$ cat config.mk
export PLATFORM = sky130hd
export DESIGN_NAME = multdiv_unit
export DESIGN_NICKNAME = d
export VERILOG_FILES = /design/src/rtl/multdiv_unit_pkg.sv /design/src/rtl/multdiv_unit_div_step.sv /design/src/rtl/multdiv_unit.sv
export SDC_FILE = /design/constraint.sdc
export NUM_CORES = 1
export LEC_CHECK = 0
export CORE_ASPECT_RATIO = 2
export CORE_MARGIN = 3
export CORE_UTILIZATION = 28
export CTS_CLUSTER_DIAMETER = 200
export DETAILED_ROUTE_END_ITERATION = 10
export SLEW_MARGIN = 20
export SYNTH_ARGS = -nofsm -noshare
export SYNTH_HDL_FRONTEND = slang
export SYNTH_SLANG_ARGS = --single-unit
$ cat constraint.sdc
create_clock -name clock -period 11.7 [get_ports clock]
set_clock_uncertainty 0.2 [all_clocks]
set_input_delay 3.51 -clock clock [delete_from_list [all_inputs] [get_ports clock]]
set_output_delay 3.51 -clock clock [all_outputs]
set_load 0.02 [all_outputs]
$ cat src/rtl/multdiv_unit_pkg.sv
// Shared processor definitions for the iterative multiply/divide unit and the
// execute-stage stall controller.
package multdiv_unit_pkg;

  // Iterations per multiply or divide (one Booth step / quotient bit per cycle)
  localparam int unsigned MULDIV_ITER = 32;

  // ALU op field values that select the mult/div unit (opcode 0)
  localparam logic [4:0] ALUOP_MULT = 5'd6;
  localparam logic [4:0] ALUOP_DIV  = 5'd7;

  // Sequencer states; the encoding is shared with the stall logic
  typedef enum logic [1:0] {
    MD_IDLE = 2'd0,
    MD_MUL  = 2'd1,
    MD_DIV  = 2'd2,
    MD_DONE = 2'd3
  } md_state_e;

endpackage

$ cat src/rtl/multdiv_unit_div_step.sv
// One restoring-division step on unsigned magnitudes.
// The pair is {remainder, quotient}; the dividend enters through the quotient
// half and is shifted into the remainder one bit per step.
module div_step #(
  parameter int unsigned WIDTH = 32
) (
  input  logic [2*WIDTH-1:0] i_rq,
  input  logic [WIDTH-1:0]   i_divisor,
  output logic [2*WIDTH-1:0] o_rq
);

  logic [2*WIDTH:0] w_shift;
  logic [WIDTH:0]   w_rem;
  logic [WIDTH-1:0] w_rem_sub;
  logic             w_ge;

  // Shift the pair left, then subtract the divisor if it fits and set the quotient bit
  always_comb begin
    w_shift   = {i_rq, 1'b0};
    w_rem     = w_shift[2*WIDTH:WIDTH];
    w_ge      = (w_rem >= {1'b0, i_divisor});
    // The true difference is below the divisor, so it always fits in WIDTH bits
    w_rem_sub = w_rem[WIDTH-1:0] - i_divisor;
    o_rq      = w_shift[2*WIDTH-1:0];
    if (w_ge) begin
      o_rq = {w_rem_sub, w_shift[WIDTH-1:1], 1'b1};
    end
  end

endmodule

$ cat src/rtl/multdiv_unit.sv
// Iterative signed multiplier (radix-2 Booth) / divider (restoring) for the
// execute stage. One operation in flight; a start in any state restarts.
module multdiv_unit
  import multdiv_unit_pkg::*;
#(
  parameter int unsigned WIDTH = 32,
  parameter int unsigned ITER  = MULDIV_ITER
) (
  input  logic             clock,
  input  logic             reset,
  input  logic [WIDTH-1:0] data_operandA,
  input  logic [WIDTH-1:0] data_operandB,
  input  logic             ctrl_MULT,
  input  logic             ctrl_DIV,
  output logic [WIDTH-1:0] data_result,
  output logic             data_exception,
  output logic             data_resultRDY,
  output logic             busy
);

  localparam int unsigned CW = $clog2(ITER + 1);

  md_state_e        r_state, w_state_next;
  logic [CW-1:0]    r_cnt;
  logic [CW-1:0]    w_cnt_inc;
  logic             w_iter_end;
  logic             w_start;
  logic             w_finish;

  // Booth datapath: {upper, multiplier, extra bit}
  logic [2*WIDTH:0] r_prod;
  logic [2*WIDTH:0] w_prod_next;
  logic [WIDTH-1:0] r_mcand;
  logic [WIDTH:0]   w_booth_sum;

  // Divide datapath
  logic [2*WIDTH-1:0] r_rq;
  logic [2*WIDTH-1:0] w_rq_next;
  logic [WIDTH-1:0]   r_divisor;
  logic               r_qneg;
  logic               r_bzero;
  logic               r_ovf;
  logic [WIDTH-1:0]   w_absA;
  logic [WIDTH-1:0]   w_absB;
  logic [WIDTH-1:0]   w_quo;

  // Result registers
  logic [WIDTH-1:0] r_result;
  logic             r_exc;
  logic [WIDTH-1:0] w_res_next;
  logic             w_exc_next;

  assign w_start    = ctrl_MULT | ctrl_DIV;
  assign w_cnt_inc  = r_cnt + CW'(1);
  assign w_iter_end = (w_cnt_inc == CW'(ITER));
  assign w_finish   = ((r_state == MD_MUL) || (r_state == MD_DIV)) && w_iter_end && !w_start;

  // Next-state logic; a start overrides every transition, multiply has priority
  always_comb begin
    w_state_next = r_state;
    unique case (r_state)
      MD_MUL, MD_DIV: if (w_iter_end) w_state_next = MD_DONE;
      MD_DONE:        w_state_next = MD_IDLE;
      default:        w_state_next = r_state;
    endcase
    if (ctrl_MULT) begin
      w_state_next = MD_MUL;
    end else if (ctrl_DIV) begin
      w_state_next = MD_DIV;
    end
  end

  // State register and iteration counter
  always_ff @(posedge clock or negedge reset) begin
    if (!reset) begin
      r_state <= MD_IDLE;
      r_cnt   <= '0;
    end else begin
      r_state <= w_state_next;
      if (w_start) begin
        r_cnt <= '0;
      end else if ((r_state == MD_MUL) || (r_state == MD_DIV)) begin
        r_cnt <= w_cnt_inc;
      end
    end
  end

  // Booth step: add/subtract the multiplicand on 01/10, then arithmetic shift right.
  // The sum is one bit wider than the upper half so a -2^(W-1) multiplicand keeps its sign.
  always_comb begin
    w_booth_sum = {r_prod[2*WIDTH], r_prod[2*WIDTH:WIDTH+1]};
    unique case (r_prod[1:0])
      2'b01:   w_booth_sum = {r_prod[2*WIDTH], r_prod[2*WIDTH:WIDTH+1]} + {r_mcand[WIDTH-1], r_mcand};
      2'b10:   w_booth_sum = {r_prod[2*WIDTH], r_prod[2*WIDTH:WIDTH+1]} - {r_mcand[WIDTH-1], r_mcand};
      default: w_booth_sum = {r_prod[2*WIDTH], r_prod[2*WIDTH:WIDTH+1]};
    endcase
    w_prod_next = {w_booth_sum, r_prod[WIDTH:1]};
  end

  // Operand magnitudes for the divider (0x80000000 maps to itself as unsigned)
  always_comb begin
    w_absA = data_operandA[WIDTH-1] ? (~data_operandA + WIDTH'(1)) : data_operandA;
    w_absB = data_operandB[WIDTH-1] ? (~data_operandB + WIDTH'(1)) : data_operandB;
  end

  div_step #(
    .WIDTH (WIDTH)
  ) u_div_step (
    .i_rq      (r_rq),
    .i_divisor (r_divisor),
    .o_rq      (w_rq_next)
  );

  assign w_quo = w_rq_next[WIDTH-1:0];

  // Final result from the last iteration, sign/exception fix-up for divide
  always_comb begin
    w_res_next = '0;
    w_exc_next = 1'b0;
    if (r_state == MD_MUL) begin
      w_res_next = w_prod_next[WIDTH:1];
      w_exc_next = !((&w_prod_next[2*WIDTH:WIDTH]) || !(|w_prod_next[2*WIDTH:WIDTH]));
    end else if (r_bzero) begin
      w_res_next = '0;
      w_exc_next = 1'b1;
    end else begin
      w_res_next = r_qneg ? (~w_quo + WIDTH'(1)) : w_quo;
      w_exc_next = r_ovf;
    end
  end

  // Operand capture on start, one iteration per cycle while busy
  always_ff @(posedge clock or negedge reset) begin
    if (!reset) begin
      r_prod    <= '0;
      r_mcand   <= '0;
      r_rq      <= '0;
      r_divisor <= '0;
      r_qneg    <= 1'b0;
      r_bzero   <= 1'b0;
      r_ovf     <= 1'b0;
    end else if (ctrl_MULT) begin
      r_prod  <= {{WIDTH{1'b0}}, data_operandB, 1'b0};
      r_mcand <= data_operandA;
    end else if (ctrl_DIV) begin
      r_rq      <= {{WIDTH{1'b0}}, w_absA};
      r_divisor <= w_absB;
      r_qneg    <= data_operandA[WIDTH-1] ^ data_operandB[WIDTH-1];
      r_bzero   <= (data_operandB == '0);
      r_ovf     <= (data_operandA == {1'b1, {(WIDTH-1){1'b0}}}) && (data_operandB == '1);
    end else if (r_state == MD_MUL) begin
      r_prod <= w_prod_next;
    end else if (r_state == MD_DIV) begin
      r_rq <= w_rq_next;
    end
  end

  // Result/exception registers, loaded on the edge entering DONE and held otherwise
  always_ff @(posedge clock or negedge reset) begin
    if (!reset) begin
      r_result <= '0;
      r_exc    <= 1'b0;
    end else if (w_finish) begin
      r_result <= w_res_next;
      r_exc    <= w_exc_next;
    end
  end

  assign data_result    = r_result;
  assign data_exception = r_exc;
  assign data_resultRDY = (r_state == MD_DONE);
  assign busy           = (r_state == MD_MUL) || (r_state == MD_DIV);

endmodule

==> flow_metrics.env <==
export IMPL_status="completed"
export IMPL_fmax_mhz=145
export IMPL_slew_headroom=0.329
export IMPL_cts_tree="built"
export IMPL_synth_avg_cell_area_um2=8.38
export IMPL_grt_pass1_wl_mm=87.9
export IMPL_cts_htree_levels=1
export IMPL_rows=126
export IMPL_synth_cells=2018
export IMPL_synth_seq_area_share=0.351
export IMPL_post_cts_resized=0
export IMPL_die_x_um=180
export IMPL_fin_hold_ws_ns=0.280
export IMPL_grt_pass1_vias=15749
export IMPL_syn_area_um2=16900
export IMPL_crit_fanout=8
export IMPL_track_usage=0.172
export IMPL_cp_cell_sequence="or4_4 > nor4b_1 > buf_4 > or2b_1 > nor4b_1 > nor2b_1 > nand2_1 > nand2_1 > o21ai_0 > xnor2_1 > ha_1 > a211oi_1 > o21bai_1 > o311ai_0 > o21ai_0 > o21ai_0 > or4_1 > nand3_1 > nor4_1 > nand4_1 > o21ai_1 > o21ai_1"
export IMPL_cp_top_family="simple AND/OR/NAND/NOR gates"
export IMPL_final_cell_mix="nand2_1, o21ai_0, dfrtp_1"
export IMPL_dr_wl_met3_mm=2.46
export IMPL_synth_edf_count=0
export IMPL_synth_xor_area_share=0.0850
export IMPL_synthAdderAreaFrac=0.0579
export IMPL_io_buffers=102
export IMPL_hold_depth=2
export IMPL_powerDensity_nw_per_um2=150
export IMPL_path_clk_slew_ns=0.06
export IMPL_wl_met1_mm=20.5
export IMPL_setup_tns_ns=0
export IMPL_path_depth=22
export IMPL_synth_ff_type="dfrtp_1"
export IMPL_clk_path_buf_depth=3
export IMPL_fin_crit_sh=0.590
export IMPL_initial_utilization=0.284
export IMPL_die_h_um=353
export IMPL_vias_per_cell=5.40
export IMPL_first_pass_iters=8
export IMPL_routed_wl_mm=56.7
export IMPL_max_stage_delay_ns=0.74
export IMPL_drive_above_1_share=0.0590
export IMPL_yosys_warnings=0
export IMPL_critPathLaunchType="flop"
export IMPL_tightest_slew_ns=1.00
export IMPL_crit_buf_inv=1
export IMPL_dp_hpwl_mm=43.9
export IMPL_cp_endpoint="data_exception"
export IMPL_final_cells=2845
export IMPL_end_kind="flop"
export IMPL_regToRegEndpoint="data_exception"
export IMPL_r2r_cells=22
export IMPL_ys_ff_latch=237
export IMPL_grt_ovfl_total=0
export IMPL_cp_arrival_ns=7.13
export IMPL_ant_nets=0
export IMPL_hold_path_class="reg2reg"
export IMPL_via_count=15358
export IMPL_numCtsBuffers=26
export IMPL_fin_util=0.328
export IMPL_postCtsSetupBuffers=0
export IMPL_fin_nets=2196
export IMPL_cp_required_ns=11.93
export IMPL_max_vdd_ir_drop_mv=0.105
export IMPL_setup_viol=0
export IMPL_die_area_um2=63500
export IMPL_n_fill_cell=6107
export IMPL_synth_compound_area_frac=0.226
export IMPL_slowest_stage="o311ai_0"
export IMPL_ys_types=85
export IMPL_hold_viol_final=0
export IMPL_clock_sinks=237
export IMPL_wl_met2_mm=30.0
export IMPL_syn_to_final_growth_pct=15.3
export IMPL_syn_nets=2163
export IMPL_top_layer_used="met5"
export IMPL_synth_top_family_by_area="compound AO/OA/AOI/OAI gates"
export IMPL_clk_insertion_delay_late_ns=0.56
export IMPL_cp_common_cell="o21ai_0"
export IMPL_core_area_um2=59400
export IMPL_async_flop_share=1.00
export IMPL_startpoint="r_mcand[3]"
export IMPL_cts_root_buf="clkbuf_16"
export IMPL_pin_count=103
export IMPL_rsz0062_at_grt="no"
export IMPL_drv_slew=0
export IMPL_antenna_found_initial=12
export IMPL_routabilityCongestion=0.913
export IMPL_worst_setup_path_type="reg2reg"
export IMPL_max_cap_violations=0
export IMPL_route_detailed_drc=0
export IMPL_grt_max_degree=98
export IMPL_min_period_ns=6.90
export IMPL_layout_commonest_cell="nand2_1"
export IMPL_synth_simple_gate_area_frac=0.186
export IMPL_dp_cells=2791
export IMPL_wire_per_inst_um=19.9
export IMPL_reg2reg_from="r_mcand[3]"
export IMPL_initialDrtViolationCount=1089
export IMPL_power_leakage_nw=8.27
export IMPL_cts_hold_buf=0
export IMPL_rrSetupSlack_ns=4.80
export IMPL_yosys_mux_area_fraction=0.0506
## how the worst min path moves through the flow
stage                        from       endpoint  slack (ns)
finish              r_divisor[10]  r_divisor[10]        0.28
global route        r_divisor[27]  r_divisor[27]        0.30
CTS                 r_divisor[10]  r_divisor[10]        0.28
detailed placement  r_divisor[10]  r_divisor[10]        0.27
global placement    r_divisor[16]  r_divisor[16]        0.26
floorplan           r_divisor[31]  r_divisor[31]        0.25
## cell usage after synthesis (all sizes together) (18+ instances only)
| cell type | instances | share of area |
|---|---|---|
| or3 | 27 | 0.011 |
| a21o | 33 | 0.015 |
| a21oi | 118 | 0.035 |
| nand3 | 30 | 0.0089 |
| nor4 | 19 | 0.0070 |
| a22oi | 20 | 0.0089 |
| inv | 65 | 0.014 |
| or4 | 18 | 0.0087 |
| nand2 | 281 | 0.062 |
| nor2b | 22 | 0.0081 |
| xor2 | 95 | 0.049 |
| o41ai | 21 | 0.012 |
| nor2 | 129 | 0.029 |
| mux2 | 28 | 0.019 |
| dfrtp | 237 | 0.35 |
| nand2b | 26 | 0.0096 |
| nand4 | 25 | 0.0093 |
| o21ai | 261 | 0.077 |
| clkbuf | 98 | 0.023 |
| xnor2 | 69 | 0.036 |
| o31ai | 36 | 0.016 |
| ha | 75 | 0.056 |
| mux2i | 54 | 0.032 |
| nor3 | 30 | 0.0095 |
## cell type report
class,count,area [µm²],area share
Antenna cell,9,22.5,0.00116
Clock buffer,34,752,0.0386
Timing Repair Buffer,122,1180,0.0604
Sequential cell,237,5930,0.304
Clock inverter,11,146,0.00751
Tap cell,768,961,0.0493
Inverter,65,244,0.0125
Multi-Input combinational cell,1599,10300,0.526
## cells by family (layout without fill, tap and decap cells)
kind of cell,count (synthesis),in the layout
other,0,9
AND/OR/NAND/NOR,661,661
AO/OA/AOI/OAI,615,615
buffers and inverters,182,232
flip-flops,237,237
multiplexers,82,82
XOR/XNOR,164,164
adder cells (fa/ha/maj),77,77
## registers in the layout, summed over array words and instances, names as in the netlist
| register | count |
|---|---|
| r_cnt | 6 |
| data_exception | 1 |
| r_divisor | 32 |
| r_rq | 64 |
| r_mcand | 32 |
| r_prod | 65 |
| r_ovf | 1 |
| r_state | 2 |
| r_bzero | 1 |
| data_result | 32 |
| r_qneg | 1 |
## where the power goes
group | switching, W | leakage (nW) | internal [W]
clock | 0.000362 | 0.438 | 0.000518
combinational | 0.000621 | 4.79 | 0.000395
sequential | 0.000110 | 3.05 | 0.000912
## metal layers
metal,up-vias,global-route usage
li1,7338,-
met1,7459,0.175
met4,4,0.0997
met2,391,0.328
met3,166,0.0256
met5,-,0
## tightest hold or removal path: stages, from the launching register on
cell     delay, ns
dfrtp_1       0.34
nand2_1       0.05
o21ai_0       0.06
## metrics by stage
step	worst slack, ns	area, µm²	total power [W]
detailed placement	4.41	18600	0.00204
CTS	4.87	19500	0.00293
floorplan	5.35	16900	0.00172
finish	4.80	19500	0.00292
global placement	4.48	18600	0.00202
global route	4.51	19500	0.00309
Power figures use the tool's default switching activity.
